`src/rtl/sprite_pkg.sv`:
```
// Shared types and constants for the 64x64 sprite line scheduling path.
package sprite_pkg;

  localparam int SPRITE_SIZE  = 64;
  localparam int SPRITE_ROW_W = 6;
  localparam int SCR_W        = 10;
  localparam int ID_W         = 4;

  // One renderer slot: where the sprite starts, which row of it to draw, and who it is.
  typedef struct packed {
    logic [SCR_W-1:0]        x;
    logic [SPRITE_ROW_W-1:0] row;
    logic [ID_W-1:0]         id;
  } slot_t;

  // One sprite table entry (21 bits).
  typedef struct packed {
    logic [SCR_W-1:0] x;
    logic [SCR_W-1:0] y;
    logic             enable;
  } sprite_entry_t;

  typedef enum logic [1:0] {IDLE, SCAN, COMMIT} state_t;

  // Vertical overlap test in 11-bit zero-extended arithmetic so that sprites
  // near the bottom of the coordinate space never wrap back to the top.
  function automatic logic sprite_hit(input logic [SCR_W-1:0] line_y,
                                      input logic [SCR_W-1:0] sprite_y);
    logic [SCR_W:0] diff;
    diff = {1'b0, line_y} - {1'b0, sprite_y};
    return (line_y >= sprite_y) && (diff < (SCR_W+1)'(SPRITE_SIZE));
  endfunction

endpackage

```
`src/rtl/sprite_line_scheduler_if.sv`:
```
// Bus between the scanline timing / CPU side and the sprite line scheduler.
interface sprite_line_scheduler_if #(
  parameter int SLOTS = 4,
  parameter int IDX_W = 4
);

  logic                                       line_start;
  logic [sprite_pkg::SCR_W-1:0]               next_y;
  logic                                       wr_en;
  logic [IDX_W-1:0]                           wr_idx;
  logic [sprite_pkg::SCR_W-1:0]               wr_x;
  logic [sprite_pkg::SCR_W-1:0]               wr_y;
  logic                                       wr_enable;
  logic [SLOTS-1:0]                           slot_valid;
  logic [SLOTS*sprite_pkg::SCR_W-1:0]         slot_x;
  logic [SLOTS*sprite_pkg::SPRITE_ROW_W-1:0]  slot_row;
  logic [SLOTS*IDX_W-1:0]                     slot_id;
  logic                                       overflow;
  logic                                       busy;
  logic                                       done;

  modport master (
    output line_start, next_y, wr_en, wr_idx, wr_x, wr_y, wr_enable,
    input  slot_valid, slot_x, slot_row, slot_id, overflow, busy, done
  );

  modport slave (
    input  line_start, next_y, wr_en, wr_idx, wr_x, wr_y, wr_enable,
    output slot_valid, slot_x, slot_row, slot_id, overflow, busy, done
  );

endinterface

```
`src/rtl/sprite_table.sv`:
```
// Sprite attribute register file: one synchronous write port, one combinational
// read port. A same-index read during a write sees the old contents.
module sprite_table
  import sprite_pkg::*;
#(
  parameter int NUM_SPRITES = 16,
  parameter int IDX_W       = 4
) (
  input  logic          clk,
  input  logic          reset,
  input  logic          wr_en,
  input  logic [IDX_W-1:0] wr_idx,
  input  sprite_entry_t wr_entry,
  input  logic [IDX_W-1:0] rd_idx,
  output sprite_entry_t rd_entry
);

  sprite_entry_t mem [NUM_SPRITES];

  // Reset wipes every entry (so all sprites come up disabled); writes never stall.
  always_ff @(posedge clk or posedge reset) begin
    if (reset) begin
      for (int i = 0; i < NUM_SPRITES; i++) begin
        mem[i] <= '0;
      end
    end else if (wr_en) begin
      mem[wr_idx] <= wr_entry;
    end
  end

  assign rd_entry = mem[rd_idx];

endmodule

```
`src/rtl/sprite_line_scheduler.sv`:
```
// Per-scanline sprite scheduler: scans the sprite table during hblank and
// loads the first SLOTS sprites overlapping the next line into renderer slots.
module sprite_line_scheduler
  import sprite_pkg::*;
#(
  parameter int NUM_SPRITES = 16,
  parameter int SLOTS       = 4,
  parameter int IDX_W       = 4
) (
  input logic                    clk,
  input logic                    reset,
  sprite_line_scheduler_if.slave bus
);

  localparam int CNT_W      = $clog2(SLOTS + 1);
  localparam int SLOT_SEL_W = $clog2(SLOTS);

  state_t           state;
  logic [SCR_W-1:0] line_y;
  logic [SCR_W-1:0] pend_y;
  logic             pend_req;
  logic [IDX_W-1:0] idx;
  logic [CNT_W-1:0] count;
  logic             pend_ovf;
  slot_t            pending [SLOTS];
  slot_t            slots   [SLOTS];
  logic [SLOTS-1:0] slot_valid_q;
  logic             overflow_q;
  logic             busy_q;
  logic             done_q;

  sprite_entry_t    wr_entry;
  sprite_entry_t    rd_entry;
  logic             hit;
  logic [SCR_W:0]   row_diff;

  assign wr_entry = '{x: bus.wr_x, y: bus.wr_y, enable: bus.wr_enable};

  sprite_table #(
    .NUM_SPRITES (NUM_SPRITES),
    .IDX_W       (IDX_W)
  ) u_table (
    .clk      (clk),
    .reset    (reset),
    .wr_en    (bus.wr_en),
    .wr_idx   (bus.wr_idx),
    .wr_entry (wr_entry),
    .rd_idx   (idx),
    .rd_entry (rd_entry)
  );

  assign row_diff = {1'b0, line_y} - {1'b0, rd_entry.y};
  assign hit      = rd_entry.enable && sprite_hit(line_y, rd_entry.y);

  // Scheduler FSM: IDLE waits for a line request, SCAN walks the table one
  // entry per cycle, COMMIT publishes the pending slots in a single cycle.
  always_ff @(posedge clk or posedge reset) begin
    if (reset) begin
      state        <= IDLE;
      line_y       <= '0;
      pend_y       <= '0;
      pend_req     <= 1'b0;
      idx          <= '0;
      count        <= '0;
      pend_ovf     <= 1'b0;
      slot_valid_q <= '0;
      overflow_q   <= 1'b0;
      busy_q       <= 1'b0;
      done_q       <= 1'b0;
      for (int k = 0; k < SLOTS; k++) begin
        pending[k] <= '0;
        slots[k]   <= '0;
      end
    end else begin
      done_q <= 1'b0;
      case (state)
        IDLE: begin
          if (bus.line_start || pend_req) begin
            line_y   <= bus.line_start ? bus.next_y : pend_y;
            pend_req <= 1'b0;
            idx      <= '0;
            count    <= '0;
            pend_ovf <= 1'b0;
            busy_q   <= 1'b1;
            state    <= SCAN;
            for (int k = 0; k < SLOTS; k++) begin
              pending[k] <= '0;
            end
          end
        end

        SCAN: begin
          if (bus.line_start) begin
            line_y   <= bus.next_y;
            idx      <= '0;
            count    <= '0;
            pend_ovf <= 1'b0;
            for (int k = 0; k < SLOTS; k++) begin
              pending[k] <= '0;
            end
          end else begin
            if (hit) begin
              if (count < CNT_W'(SLOTS)) begin
                pending[count[SLOT_SEL_W-1:0]] <= '{x:   rd_entry.x,
                                                    row: row_diff[SPRITE_ROW_W-1:0],
                                                    id:  ID_W'(idx)};
                count <= count + 1'b1;
              end else begin
                pend_ovf <= 1'b1;
              end
            end
            if (idx == IDX_W'(NUM_SPRITES - 1)) begin
              state  <= COMMIT;
              done_q <= 1'b1;
            end else begin
              idx <= idx + 1'b1;
            end
          end
        end

        COMMIT: begin
          for (int k = 0; k < SLOTS; k++) begin
            slots[k]        <= pending[k];
            slot_valid_q[k] <= (CNT_W'(k) < count);
          end
          overflow_q <= pend_ovf;
          busy_q     <= 1'b0;
          state      <= IDLE;
          if (bus.line_start) begin
            pend_req <= 1'b1;
            pend_y   <= bus.next_y;
          end
        end

        default: state <= IDLE;
      endcase
    end
  end

  for (genvar k = 0; k < SLOTS; k++) begin : g_slot_out
    assign bus.slot_x[k*SCR_W +: SCR_W]               = slots[k].x;
    assign bus.slot_row[k*SPRITE_ROW_W +: SPRITE_ROW_W] = slots[k].row;
    assign bus.slot_id[k*IDX_W +: IDX_W]              = IDX_W'(slots[k].id);
  end

  assign bus.slot_valid = slot_valid_q;
  assign bus.overflow   = overflow_q;
  assign bus.busy       = busy_q;
  assign bus.done       = done_q;

endmodule

```
`src/flat_wrapper.sv`:
```
// flat-port wrapper written by rule: the top's interface ports become plain ports
module sprite_line_scheduler_flat import sprite_pkg::*;
#(
  parameter int NUM_SPRITES = 16,
  parameter int SLOTS       = 4,
  parameter int IDX_W       = 4
)
  (clk, reset, bus_line_start, bus_next_y, bus_wr_en, bus_wr_idx, bus_wr_x, bus_wr_y, bus_wr_enable, bus_slot_valid, bus_slot_x, bus_slot_row, bus_slot_id, bus_overflow, bus_busy, bus_done);
  sprite_line_scheduler_if #(.SLOTS(SLOTS), .IDX_W(IDX_W)) bus_i ();
  input logic clk;
  input logic reset;
  input wire logic [$bits(bus_i.line_start)-1:0] bus_line_start;
  input wire logic [$bits(bus_i.next_y)-1:0] bus_next_y;
  input wire logic [$bits(bus_i.wr_en)-1:0] bus_wr_en;
  input wire logic [$bits(bus_i.wr_idx)-1:0] bus_wr_idx;
  input wire logic [$bits(bus_i.wr_x)-1:0] bus_wr_x;
  input wire logic [$bits(bus_i.wr_y)-1:0] bus_wr_y;
  input wire logic [$bits(bus_i.wr_enable)-1:0] bus_wr_enable;
  output wire logic [$bits(bus_i.slot_valid)-1:0] bus_slot_valid;
  output wire logic [$bits(bus_i.slot_x)-1:0] bus_slot_x;
  output wire logic [$bits(bus_i.slot_row)-1:0] bus_slot_row;
  output wire logic [$bits(bus_i.slot_id)-1:0] bus_slot_id;
  output wire logic [$bits(bus_i.overflow)-1:0] bus_overflow;
  output wire logic [$bits(bus_i.busy)-1:0] bus_busy;
  output wire logic [$bits(bus_i.done)-1:0] bus_done;
  assign bus_i.line_start = bus_line_start;
  assign bus_i.next_y = bus_next_y;
  assign bus_i.wr_en = bus_wr_en;
  assign bus_i.wr_idx = bus_wr_idx;
  assign bus_i.wr_x = bus_wr_x;
  assign bus_i.wr_y = bus_wr_y;
  assign bus_i.wr_enable = bus_wr_enable;
  assign bus_slot_valid = bus_i.slot_valid;
  assign bus_slot_x = bus_i.slot_x;
  assign bus_slot_row = bus_i.slot_row;
  assign bus_slot_id = bus_i.slot_id;
  assign bus_overflow = bus_i.overflow;
  assign bus_busy = bus_i.busy;
  assign bus_done = bus_i.done;
  sprite_line_scheduler #(.NUM_SPRITES(NUM_SPRITES), .SLOTS(SLOTS), .IDX_W(IDX_W)) u_core (.clk(clk), .reset(reset), .bus(bus_i));
endmodule
```
`config.mk`:
```
export PLATFORM = sky130hd
export DESIGN_NAME = sprite_line_scheduler_flat
export DESIGN_NICKNAME = d
export VERILOG_FILES = /design/src/rtl/sprite_pkg.sv /design/src/rtl/sprite_line_scheduler_if.sv /design/src/rtl/sprite_table.sv /design/src/rtl/sprite_line_scheduler.sv /design/src/flat_wrapper.sv
export SDC_FILE = /design/constraint.sdc
export NUM_CORES = 1
export LEC_CHECK = 0
export BUFFER_PORTS_ARGS = -buffer_cell sky130_fd_sc_hd__buf_4
export CORE_MARGIN = 2
export CORE_UTILIZATION = 40
export CTS_CLUSTER_DIAMETER = 40
export CTS_CLUSTER_SIZE = 25
export DETAILED_ROUTE_END_ITERATION = 16
export GPL_ROUTABILITY_DRIVEN = 0
export PLACE_DENSITY = 0.55
export SYNTH_ARGS = -nofsm -noshare
export SYNTH_HDL_FRONTEND = slang
export SYNTH_HIERARCHICAL = 1
export SYNTH_SLANG_ARGS = --single-unit
```
`constraint.sdc`:
```
create_clock -name clk -period 16.3 [get_ports clk]
set_clock_uncertainty 0.05 [all_clocks]
set_input_delay 3.26 -clock clk [delete_from_list [all_inputs] [get_ports clk]]
set_output_delay 3.26 -clock clk [all_outputs]
set_load 0.02 [all_outputs]
```
==> results of run 1 <==
[cells by family (layout without fill, tap and decap cells)]
family,after synthesis,count (layout)
flip-flops,534,534
multiplexers,442,442
AND/OR/NAND/NOR,377,377
AO/OA/AOI/OAI,173,173
buffers and inverters,141,331
adder cells (fa/ha/maj),16,16
XOR/XNOR,7,7
[metrics by stage]
stage                     util, %  std cells  worst slack, ns
final                        48.6       2645            10.80
after CTS                    48.6       2645            10.73
after detailed placement     43.1       2490            10.23
after global placement       43.1       2490            10.29
after floorplan                 -       1690             3.68
after global routing         48.6       2645            10.42
[Yosys cell counts, types with 6 or more instances]
library cell	count
dfrtp_1	534
mux2_2	344
nand2_1	295
mux4_2	84
a22o_1	80
buf_2	58
clkbuf_1	58
a22oi_1	43
nor2_1	28
inv_1	18
o21ai_0	18
ha_1	15
mux2i_1	12
a21oi_1	10
nand3_1	9
and4_1	8
nand2b_1	7
buf_1	6
nor3_1	6
[state kept, by name, summed over array words and instances, names as in the netlist]
signal / count
u_core/bus.slot_valid: 4
u_core/pend_req: 1
u_core/pend_y: 10
u_core/idx: 4
u_core/pend_ovf: 1
u_core/u_table/mem: 336
u_core/bus.slot_row: 24
u_core/bus.done: 1
u_core/state: 2
u_core/line_y: 10
u_core/count: 3
u_core/bus.busy: 1
u_core/bus.slot_x: 40
u_core/pending: 80
u_core/bus.overflow: 1
u_core/bus.slot_id: 16
[metal layers]
layer	vias to the layer above	track usage [%]	routed length, um
met5	-	0	12
met4	2	5.79	1020
li1	6336	-	-
met3	81	3.33	2230
met2	257	31.4	27200
met1	7577	27.9	27500
[worst paths after layout]
path,from,endpoint,cells past startpoint
worst max-delay path,u_core/idx[0]$_DFFE_PP0P_,u_core/pending[13]$_DFFE_PP0P_,14
worst min-delay path,u_core/pending[9]$_DFFE_PP0P_,u_core/bus.slot_row[23]$_DFFE_PP0P_,2
worst max register to register,u_core/idx[0]$_DFFE_PP0P_,u_core/pending[13]$_DFFE_PP0P_,14
worst min register to register,u_core/pending[9]$_DFFE_PP0P_,u_core/bus.slot_row[23]$_DFFE_PP0P_,2
max in group asynchronous,reset,u_core/u_table/mem[26]$_DFFE_PP0P_,4
min in group asynchronous,reset,u_core/u_table/mem[231]$_DFFE_PP0P_,2
[power breakdown]
part	switching (mW)	total (mW)	internal, mW
logic	0.256	0.559	0.302
clock network	0.646	1.96	1.31
registers	0.100	1.63	1.53
[worst max-delay path: stages, from the launching register on]
cell,delay [ns]
dfrtp_4,0.67
buf_4,0.87
mux4_2,0.62
a22oi_1,0.22
nand2_1,0.13
ha_1,0.23
fa_1,0.40
nand2b_1,0.19
a21oi_1,0.18
o21ai_0,0.13
o221ai_1,0.43
nor4_4,0.11
o22ai_1,0.66
buf_4,0.32
a22o_1,0.16
[final cells by class]
type / count / area [um^2] / share of cell area, %
clock buffers: 105 / 2350 / 8.42
clock inverters: 50 / 783 / 2.81
inverters: 18 / 82.6 / 0.296
multi-input cells: 1015 / 9150 / 32.8
flip-flops and latches: 534 / 13400 / 48.0
well taps: 765 / 957 / 3.43
repair buffers: 158 / 1190 / 4.25
==> impl_results.md, run 1 <==
- Status: finished clean
- Synth Net Count: roughly 1700
- Clock Latency Late Sink: about 0.6 ns
- Slew Viols, Final: 0
- Routed vias: around 14000
- Layout area overhead: 20.9%
- CTS Hold Bufs: 0
- CTS Buffer Depth: 3
- HP Class: register to register
- Final hold vios: 0
- DP Wirelength: around 35000 um
- CORE AREA: around 57000 um^2
- Pwr Density: ~150 nW/um^2
- Worst vdd ir: 0.0819 mV
- Peak Freq: roughly 180 MHz
- Complex-gate fraction of the synthesized area: approximately 5.8%
- Post-route ant nets: 0
- Initial antenna violation count: 1
- Simple-gate share of the synthesized area: under 10%
- CTS tree: built
- Minimum clock period: roughly 5.5 ns
- First-pass GRT wire length: roughly 90000 um
- Drt total wl: 58000 um
- Num CTS Buffers: 87
- Worst-Margin Slew: 1.10 ns
- # port buffers: roughly 130
- Post-Synthesis Cells: 1690
- Top-area cell type share of the netlist area: 57.9%
- Area post-placement: around 25000 um^2
- Unrepaired setup endpoints after global routing: no
- Grt ovf: 0
- Layout cells sized above 1: between 40% and 50%
- Drt drc: 0
- TritonRoute pass-1 iters: 5
- Synth warn: 6
- Post_cts resized: 0
- P_leak: around 13 nW
- Setup Fix Bufs, Post-CTS: 0
- Critical Path End Type: register
- Final setup fails: 0
- Commonest non-fill, non-tap cells in the layout: dfrtp_1, mux2_2, nand2_1
- Ys flop type: dfrtp_1
- Synth area leader: dfrtp_1
- Register area share after synthesis: between 50% and 60%
- Critical path class: register to register
- Area of the die: ~60000 um^2
- Post-synthesis register bit count: approximately 530
- CTS root buffer: clkbuf_16
- Row cnt: 88
- Setup_tns: 0 ns
- Fin area: between 20000 and 30000 um^2
- Post-synthesis mux area share: around 26%
- ANT cells: 0
- Max H-tree Level: 3
- Clock Sink Count: 534
- Adder-cell area share of the yosys netlist: less than 1%
- Worst path required time: around 17 ns
- Hold WS: about 0.42 ns
- Number of global-route vias before repair: about 15000
- Critical path peak fanout: 50
- Number of synthesized flops with an enable pin: 0
- Tot GR Track Use: 19.7%
- Commonest non-fill, non-tap cell in the layout: dfrtp_1
- Die H: between 200 and 250 um
- Worst EP arrival: a little under 6 ns
- Most area-consuming cells after synthesis: dfrtp_1, mux2_2, mux4_2
- Largest family of logic cells by synthesized area: multiplexers
- Normalized max-slew margin: 26.6%
- Layout net count: about 1900
- Critical Path Start Type: register
- Post-synth ARST share: 100%
- Initial Util: ~40%
- Max-cap viol count: 0
- DR WL/cell: 21.9 um
- Syn avg cell area: between 10 and 15 um^2
- Period utilization: around 34%
- Largest net degree at the start of global routing: approximately 130
- Total Power: roughly 4.1 mW
- Detailed Route Iter0 Violations: just over 900
- Worst R2R Setup Slack: ~11 ns
- Fillers: roughly 5100
- I/O Pins: between 100 and 150
- Post-DR vias/cell: about 5.4
- XOR/XNOR share of the synthesized area: 0.266%
- Mapped Area: 23100 um^2
- Reg clk slew, reported paths: approximately 0.060 ns
- Cell variety after synth: ~50
- DIE WIDTH: 244 um
Power figures use the tool's default switching activity.
==> run 2: changes to the inputs <==
--- a/config.mk
+++ b/config.mk
@@ -12,7 +12,7 @@
 export CTS_CLUSTER_SIZE = 25
 export DETAILED_ROUTE_END_ITERATION = 16
 export GPL_ROUTABILITY_DRIVEN = 0
-export PLACE_DENSITY = 0.55
+export PLACE_DENSITY = 0.57
 export SYNTH_ARGS = -nofsm -noshare
 export SYNTH_HDL_FRONTEND = slang
 export SYNTH_HIERARCHICAL = 1
==> constraint.sdc (replaced) <==
create_clock -name clk -period 4.6 [get_ports clk]
set_clock_uncertainty 0.05 [all_clocks]
set_input_delay 0.92 -clock clk [delete_from_list [all_inputs] [get_ports clk]]
set_output_delay 0.92 -clock clk [all_outputs]
set_load 0.02 [all_outputs]
==> run 2 against run 1 <==
  * Critical path depth stayed put
  * Utilization is 0.50 points higher
  * Worst setup slack worse by 11 ns
  * Largest cell class unchanged
  * Largest power group unchanged
==> impl_results.md, run 2 (synthesis results as in run 1) <==
- Worst vdd ir: 0.310 mV
- Normalized max-slew margin: between 30% and 40%
- Peak Freq: about 230 MHz
- Setup_tns: 0 ns
- Critical path class: register to register
- Biggest cell delay along the critical path: 0.53 ns
- DP Wirelength: around 36000 um
- Slowest CP cell: mux4_2
- Max H-tree Level: 3
- CORE AREA: about 57000 um^2
- Post-Layout Cell Count: about 2700
- Worst r2r path cells: 14
- CP cell instances: buf_4 -> mux4_2 -> a22oi_1 -> nand2_1 -> ha_1 -> fa_1 -> nand2b_1 -> a21o_1 -> a21boi_0 -> o221ai_1 -> nor4_4 -> o22ai_1 -> buf_4 -> a22o_1
- I/O Pins: about 130
- # port buffers: between 100 and 150
- WP depth: 14
- Delay-heaviest family, CP: compound AO/OA/AOI/OAI gates
- R2R Path End: u_core/pending[2]$_DFFE_PP0P_
- Drt drc: 0
- Worst-Margin Slew: around 1.0 ns
- Commonest non-fill, non-tap cells in the layout: dfrtp_1, mux2_2, nand2_1
- Worst EP arrival: 4.80 ns
- Minimum clock period: roughly 4.4 ns
- Num CTS Buffers: 89
- Top reg by flops: u_core/u_table/mem
- Layout net count: approximately 1900
- Clock power frac: 47.1%
- Commonest non-fill, non-tap cell in the layout: dfrtp_1
- Max-cap viol count: 0
- DR WL/cell: between 20 and 25 um
- P_leak: about 13 nW
- First-pass GRT wire length: ~92000 um
- Initial Util: roughly 40%
- Clock Sink Count: ~530
- Post_cts resized: 0
- Final core utilization: around 49%
- Drt total wl: roughly 58000 um
- TritonRoute pass-1 iters: 4
- Area of the multi-input gates: 9160 um^2
- Post-DR vias/cell: 5.38
- NetSw: between 3 and 4 mW
- Number of global-route vias before repair: ~15000
- Area taken by flip-flops and latches: 13400 um^2
- Initial antenna violation count: 2
- HP Class: input pin to asynchronous set/reset pin
- Area of the die: 59600 um^2
- CTS Buffer Depth: 3
- Fillers: 4969
- Status: finished clean
- Critical path peak fanout: 20
- Bufs and invs on worst path: 2
- Reg clk slew, reported paths: about 0.05 ns
- Period utilization: a little over nine tenths
- ANT cells: 0
- Largest net degree at the start of global routing: between 150 and 200
- Final setup fails: 0
- Worst path required time: 5.04 ns
- Grt ovf: 0
- Routed vias: roughly 14000
- Sw frac: 25.5%
- Post-route ant nets: 0
- Comb power frac: approximately 14%
- Total Power: between 10 and 15 mW
- Reg power frac: a little under 40%
- Fin area: ~28000 um^2
- Worst setup margin: roughly 0.24 ns
- Worst R2R Start: u_core/idx[0]$_DFFE_PP0P_
- Layout cells sized above 1: a little over two fifths
- Detailed Route Iter0 Violations: 770
- Int Power: between 10 and 15 mW
- CTS root buffer: clkbuf_16
- Critical Path Start Type: register
- Clock Latency Late Sink: roughly 0.63 ns
- Pwr Density: around 520 nW/um^2
- CTS Hold Bufs: 0
- Setup Fix Bufs, Post-CTS: 0
- Placed Instances: 2512
- Area post-placement: around 25000 um^2
- Pre-CTS WS: about 0.19 ns
- CTS tree: built
- Final hold vios: 0
- Worst R2R Setup Slack: about 0.24 ns
- Layout area overhead: 22.1%
- Largest register FFs: roughly 340
- DIE WIDTH: between 200 and 250 um
- CP dominant cell by count: buf_4
- Hold WS: 0.233 ns
- Row cnt: a little under 90
- Die H: 244 um
- Unrepaired setup endpoints after global routing: no
- Slew Viols, Final: 0
- Critical Path End Type: register
- Tot GR Track Use: between 20% and 30%
[run 2: power by group through the flow]
stage	sequential [mW]	combinational [mW]	clock, mW
2_1_floorplan	5.71	1.55	0
3_3_place_gp	5.81	1.97	0
3_5_place_dp	5.84	2.02	0
4_1_cts	5.77	2.03	7.08
5_1_grt	5.86	2.19	7.31
6_report	5.77	2.02	6.93
[run 2: cell type report]
type,count,area share (%)
repair buffers,180,5.11
clock inverters,67,2.90
inverters,18,0.267
flip-flops and latches,534,47.5
multi-input cells,1015,32.5
clock buffers,99,8.36
well taps,765,3.40
[run 2: metal layers]
| layer | global-route usage (%) | up-vias | share of wire (%) |
|---|---|---|---|
| met3 | 3.60 | 77 | 4.7 |
| met2 | 32.2 | 335 | 47 |
| met4 | 5.65 | 2 | 1.7 |
| li1 | - | 6399 | - |
| met1 | 28.2 | 7586 | 46 |
| met5 | 0 | - | 0.027 |
[run 2: worst max-delay path by stage]
stage | start | end
finish | u_core/idx[0]$_DFFE_PP0P_ | u_core/pending[2]$_DFFE_PP0P_
floorplan | reset | u_core/u_table/mem[0]$_DFFE_PP0P_
detailed placement | u_core/idx[1]$_DFFE_PP0P_ | u_core/pending[72]$_DFFE_PP0P_
CTS | u_core/idx[1]$_DFFE_PP0P_ | u_core/pending[60]$_DFFE_PP0P_
global placement | u_core/idx[1]$_DFFE_PP0P_ | u_core/pending[73]$_DFFE_PP0P_
global route | u_core/idx[0]$_DFFE_PP0P_ | u_core/pending[23]$_DFFE_PP0P_
